<file path="config.mk">
export PLATFORM = sky130hd
export DESIGN_NAME = div_iter
export DESIGN_NICKNAME = d
export VERILOG_FILES = /design/src/rtl/div_iter.sv
export SDC_FILE = /design/constraint.sdc
export NUM_CORES = 1
export LEC_CHECK = 0
export ABC_CLOCK_PERIOD_IN_PS = 15300
export CORE_MARGIN = 5
export CORE_UTILIZATION = 45
export DETAILED_ROUTE_END_ITERATION = 10
export HOLD_SLACK_MARGIN = 0.15
export SYNTH_ARGS = -nofsm -noshare
export SYNTH_HDL_FRONTEND = slang
export SYNTH_SLANG_ARGS = --single-unit
</file>
<file path="constraint.sdc">
create_clock -name clock -period 15.3 [get_ports clock]
set_clock_uncertainty 0.05 [all_clocks]
set_input_delay 3.06 -clock clock [delete_from_list [all_inputs] [get_ports clock]]
set_output_delay 3.06 -clock clock [all_outputs]
set_load 0.1 [all_outputs]
</file>
<file path="src/rtl/div_iter.sv">
// Iterative radix-2 restoring divider for RV64M DIV/REM and W forms.
// One op in flight; result held until consumed over valid/ready.
module div_iter #(
  parameter int XLEN  = 64,
  parameter int CNT_W = 7
) (
  input  logic            clock,
  input  logic            rst_n,
  input  logic            flush,
  input  logic            in_valid,
  output logic            in_ready,
  input  logic            op_signed,
  input  logic            op_rem,
  input  logic            op_word,
  input  logic [XLEN-1:0] src1,
  input  logic [XLEN-1:0] src2,
  output logic            out_valid,
  input  logic            out_ready,
  output logic [XLEN-1:0] result
);

  typedef enum logic [1:0] {
    IDLE,
    CALC,
    DONE
  } state_t;

  state_t state, state_nx;

  logic [XLEN-1:0]  rem, quo, dvsr;
  logic [CNT_W-1:0] cnt;
  logic             q_neg, r_neg;
  logic             rem_q, word_q;

  logic [XLEN-1:0] a_ext, b_ext;
  logic [XLEN-1:0] a_abs, b_abs;
  logic [XLEN-1:0] min_val, sp, sp_w;
  logic            a_sgn, b_sgn;
  logic            is_zero, is_ovf;
  logic            special, accept;

  logic [XLEN:0]   rem_sh;
  logic            borrow;
  logic [XLEN-1:0] rem_nx, quo_nx;
  logic [XLEN-1:0] q_fin, r_fin, sel, fin;

  assign in_ready  = (state == IDLE) && !flush;
  assign out_valid = (state == DONE);
  assign accept    = in_valid && in_ready;

  // Operand preparation at accept time
  always_comb begin
    a_ext = src1;
    b_ext = src2;
    if (op_word) begin
      a_ext = op_signed
        ? {{(XLEN-32){src1[31]}}, src1[31:0]}
        : {{(XLEN-32){1'b0}}, src1[31:0]};
      b_ext = op_signed
        ? {{(XLEN-32){src2[31]}}, src2[31:0]}
        : {{(XLEN-32){1'b0}}, src2[31:0]};
    end
    a_sgn   = op_signed & a_ext[XLEN-1];
    b_sgn   = op_signed & b_ext[XLEN-1];
    a_abs   = a_sgn ? -a_ext : a_ext;
    b_abs   = b_sgn ? -b_ext : b_ext;
    min_val = op_word
      ? {{(XLEN-31){1'b1}}, 31'b0}
      : {1'b1, {(XLEN-1){1'b0}}};
    is_zero = (b_ext == '0);
    is_ovf  = op_signed && (a_ext == min_val)
              && (b_ext == '1);
    special = is_zero || is_ovf;
    if (is_zero)
      sp = op_rem ? a_ext : '1;
    else
      sp = op_rem ? '0 : a_ext;
    sp_w = op_word
      ? {{(XLEN-32){sp[31]}}, sp[31:0]} : sp;
  end

  // One restoring step plus final sign fix-up
  always_comb begin
    rem_sh = {rem, quo[XLEN-1]};
    borrow = rem_sh < {1'b0, dvsr};
    rem_nx = borrow ? rem_sh[XLEN-1:0]
                    : rem_sh[XLEN-1:0] - dvsr;
    quo_nx = {quo[XLEN-2:0], ~borrow};
    q_fin  = q_neg ? -quo_nx : quo_nx;
    r_fin  = r_neg ? -rem_nx : rem_nx;
    sel    = rem_q ? r_fin : q_fin;
    fin    = word_q
      ? {{(XLEN-32){sel[31]}}, sel[31:0]} : sel;
  end

  always_comb begin
    state_nx = state;
    unique case (state)
      IDLE: if (accept)
              state_nx = special ? DONE : CALC;
      CALC: if (cnt == CNT_W'(1))
              state_nx = DONE;
      DONE: if (out_ready)
              state_nx = IDLE;
      default: state_nx = IDLE;
    endcase
    if (flush)
      state_nx = IDLE;
  end

  always_ff @(posedge clock or negedge rst_n) begin
    if (!rst_n) begin
      state  <= IDLE;
      rem    <= '0;
      quo    <= '0;
      dvsr   <= '0;
      cnt    <= '0;
      q_neg  <= 1'b0;
      r_neg  <= 1'b0;
      rem_q  <= 1'b0;
      word_q <= 1'b0;
      result <= '0;
    end else begin
      state <= state_nx;
      if (accept) begin
        rem    <= '0;
        quo    <= op_word ? (a_abs << 32) : a_abs;
        dvsr   <= b_abs;
        q_neg  <= a_sgn ^ b_sgn;
        r_neg  <= a_sgn;
        rem_q  <= op_rem;
        word_q <= op_word;
        if (special) begin
          cnt    <= '0;
          result <= sp_w;
        end else begin
          cnt <= op_word ? CNT_W'(32)
                         : CNT_W'(XLEN);
        end
      end else if (state == CALC && !flush) begin
        rem <= rem_nx;
        quo <= quo_nx;
        cnt <= cnt - CNT_W'(1);
        if (cnt == CNT_W'(1))
          result <= fin;
      end
    end
  end

endmodule

</file>
==> metrics.csv <==
stage;metric;value;unit
sta;slew-limit-headroom;0.126;
floorplan;rows;89;
drt;drt_first_pass_iters;6;
drt;vias_per_cell;6.83;
place;placed_cell_areas;29000;µm²
place;io_buffer_count;201;
clocking;cts_root_buffer;clkbuf_16;
floorplan;start_util;0.453;
logic_synthesis;synthFlopType;dfrtp_1;
logic_synthesis;netlist_area;26700;µm²
floorplan;floorplan.io_pins;202;
critical_path;crit_path_end_kind;output pin;
grt;grt.overflow.total;0;
logic_synthesis;yosys.cell_types.count;111;
logic_synthesis;number_of_synthesized_register_bits;269;
critical_path;worstPathMaxFanout;4;
logic_synthesis;netlist.area_leader.share;0.252;
power_and_ir_drop;vdd_ir_drop_max;0.232;mV
logic_synthesis;yosysMostFrequentCell;nand2_1;
final_layout;fillCellCount;5771;
sta;setup-tns-final;0;ns
drt;post-route-drc-count;0;
status;run_status;complete, no violations;
clocking;clk-insertion-delay-late;0.57;ns
floorplan;design.core.area;58900;µm²
critical_path;register_to_register_setup_slack;7.92;ns
final_layout;area_growth_syn_to_layout;13.1;%
logic_synthesis;synth_area_leaders;dfrtp_1 25%, nand2_1 6.4%, o21ai_0 5.8%, nor2_1 5.5%, a21oi_1 5.5%;
drt;initialDrtViolationCount;4492;
final_layout;post_layout_util;0.512;
critical_path;cp.arrival;5.27;ns
critical_path;critical_path.max_stage_delay;1.26;ns
floorplan;floorplan.die.height;253;µm
power_and_ir_drop;p_sw_frac;0.603;
power_and_ir_drop;power.clock.fraction;0.115;
clocking;cts_tree;yes;
sta;maxClockFrequency;119;MHz
drt;wirelength;129000;µm
drt;drt.antenna.violating_nets;0;
logic_synthesis;most_area_hungry_cell_type_in_the_yosys_netlist;dfrtp_1;
logic_synthesis;synth_warnings;0;
logic_synthesis;netlist_instances;3628;
clocking;cts_hold_buf;0;
sta;timing_max_transition_violations_final;0;
sta;actual_transition_at_the_worst_max_transition_pin;1.31;ns
clocking;cts_setup_buffers;0;
clocking;cts-root-to-sink-buffers;3;
power_and_ir_drop;leakage;11.6;nW
critical_path;path_cells;clkdlybuf4s50_1 -> nor3_1 -> clkdlybuf4s50_1;
critical_path;timing_worst_setup_path_type;in -> out;
critical_path;worst_path_most_repeated_cell;clkdlybuf4s50_1;
power_and_ir_drop;share_seq_of_total_power;0.169;
clocking;htreeDepth;2;
critical_path;cp_launch_type;input port;
sta;unrepaired_setup_endpoints_after_global_routing;no;
sta;setup_viol;0;
grt;grt_start_max_net_pins;178;
logic_synthesis;asyncSetResetFlopFracSynth;1.00;
drt;wirelength_per_cell;29.1;µm
clocking;numCtsBuffers;36;
sta;period_needed;8.38;ns
clocking;clkSinkCount;269;
job;max_cap_viol_count;0;
sta;finalCritPeriodShare;0.548;
power_and_ir_drop;p_int;3.08;mW
logic_synthesis;post_synth.cell_area_avg;7.35;µm²
logic_synthesis;mappedNetlistNets;3836;
critical_path;worst-endpoint-required;12.19;ns
logic_synthesis;share_of_synthesized_area_occupied_by_flip_flops_and_latches;0.252;
final_layout;drive_above_1_share;0.0524;
critical_path;crit_path_top_delay_cell;clkdlybuf4s50_1;
sta;number_of_hold_slack_violations_in_the_final_timing_report;0;
grt;grt_antenna_before_repair;3;
logic_synthesis;synth_enable_flop_cells;0;
logic_synthesis;synthTopCellsByCount;455 x nand2_1, 394 x nor2_1, 309 x o21ai_0;
power_and_ir_drop;pwr-share-comb;0.716;
clocking;ctsResizeCount;0;
drt;vias;30400;
grt;grt_first_pass_wirelength;187000;µm
final_layout;postLayoutCellArea;30200;µm²
floorplan;die_w;253;µm
clocking;clk_pin_slew_worst_paths;0.05;ns
place;place.gp.congestion;1.03;
grt;vias_in_the_first_global_route;27700;
power_and_ir_drop;power.density_cell_area;257;nW/µm²
final_layout;fin_nets;3865;
place;hpwl;102000;µm
grt;grt_use_total;0.385;
floorplan;design.die.area;64200;µm²
power_and_ir_drop;switchingPower;4.67;mW
hold_path;hold_path.class;reg -> reg;
-- metrics by stage --
stage,std cells,power (mW),hold WS (ns),worst slack (ns)
2_1_floorplan,3628,4.79,0.393,7.02
3_3_place_gp,4392,6.55,0.416,6.95
3_5_place_dp,4392,6.61,0.412,6.93
4_1_cts,4454,7.52,0.425,6.92
5_1_grt,4455,8.01,0.436,6.83
6_report,4455,7.74,0.428,6.92
-- cells in the final DEF, fill, tap and decap left out, types with 31 or more instances in the layout --
cell type and count:
nand2_1 452, nor2_1 393, o21ai_0 308, a21oi_1 295, dfrtp_1 268, clkdlybuf4s50_1 199, xnor2_1 143, xor2_1 110
inv_1 99, nor3_1 96, mux2i_1 79, nand4_1 76, nand3_1 72, ha_1 71, o31ai_1 63, a31oi_1 62
o22ai_1 61, a211oi_1 61, nor4_1 51, or3_1 50, o211ai_1 41, clkbuf_16 37, buf_4 36, o21a_1 31
or4_1 31
-- logic make-up (layout without fill, tap and decap cells) --
family	Yosys count	in the layout	synth area share
adders and majority gates	86	86	0.0393
buffers and inverters	349	402	0.0524
xor gates and xnor gates	253	253	0.0831
other	0	1	0
muxes	90	90	0.0343
and+or+nand+nor	1359	1359	0.239
AOI/OAI and AO/OA	1222	1222	0.300
DFF	269	269	0.252
-- layout make-up --
cell class / instances / area (µm²) / area share
Antenna cell: 1 / 2.50 / 0.0000830
Clock buffer: 50 / 1010 / 0.0336
Clock inverter: 12 / 174 / 0.00577
Inverter: 102 / 383 / 0.0127
Multi-Input combinational cell: 3010 / 18600 / 0.616
Sequential cell: 269 / 6730 / 0.223
Tap cell: 773 / 967 / 0.0321
Timing Repair Buffer: 238 / 2300 / 0.0763
-- state kept, by name, indices dropped and copies added (netlist names) --
signal,flops
dvsr,64
result,64
q_neg,1
r_neg,1
rem,64
rem_q,1
quo,64
state,2
cnt,7
word_q,1
-- path summary, 6_finish.rpt --
| path | end | from | cells past startpoint |
|---|---|---|---|
| max | in_ready | flush | 3 |
| min | dvsr[50] | dvsr[50] | 2 |
| max reg2reg | result[48] | dvsr[12] | 24 |
| min reg2reg | dvsr[50] | dvsr[50] | 2 |
| max in group asynchronous | rem[19] | rst_n | 2 |
| min in group asynchronous | dvsr[0] | rst_n | 1 |
-- layer usage --
layer  routed length, µm  GRT usage  share of wire
met5                  27          0        0.00021
met2               51700      0.528           0.40
met1               53200      0.542           0.41
met3               18900      0.157           0.15
met4                5690      0.135          0.044
-- power by group through the flow --
| stage | logic [mW] | registers [mW] | clock network [mW] |
|---|---|---|---|
| final | 5.54 | 1.31 | 0.889 |
| after global routing | 5.77 | 1.32 | 0.917 |
| after CTS | 5.34 | 1.29 | 0.892 |
| after detailed placement | 5.31 | 1.30 | 0 |
| after global placement | 5.26 | 1.29 | 0 |
| after floorplan | 3.04 | 1.75 | 0 |
-- worst max-delay path, delay by kind of cell --
family,cells,cell delay [ns]
AND/OR/NAND/NOR,1,0.48
buffers and inverters,2,1.72
Note: power is estimated with default switching activity, not from simulation.
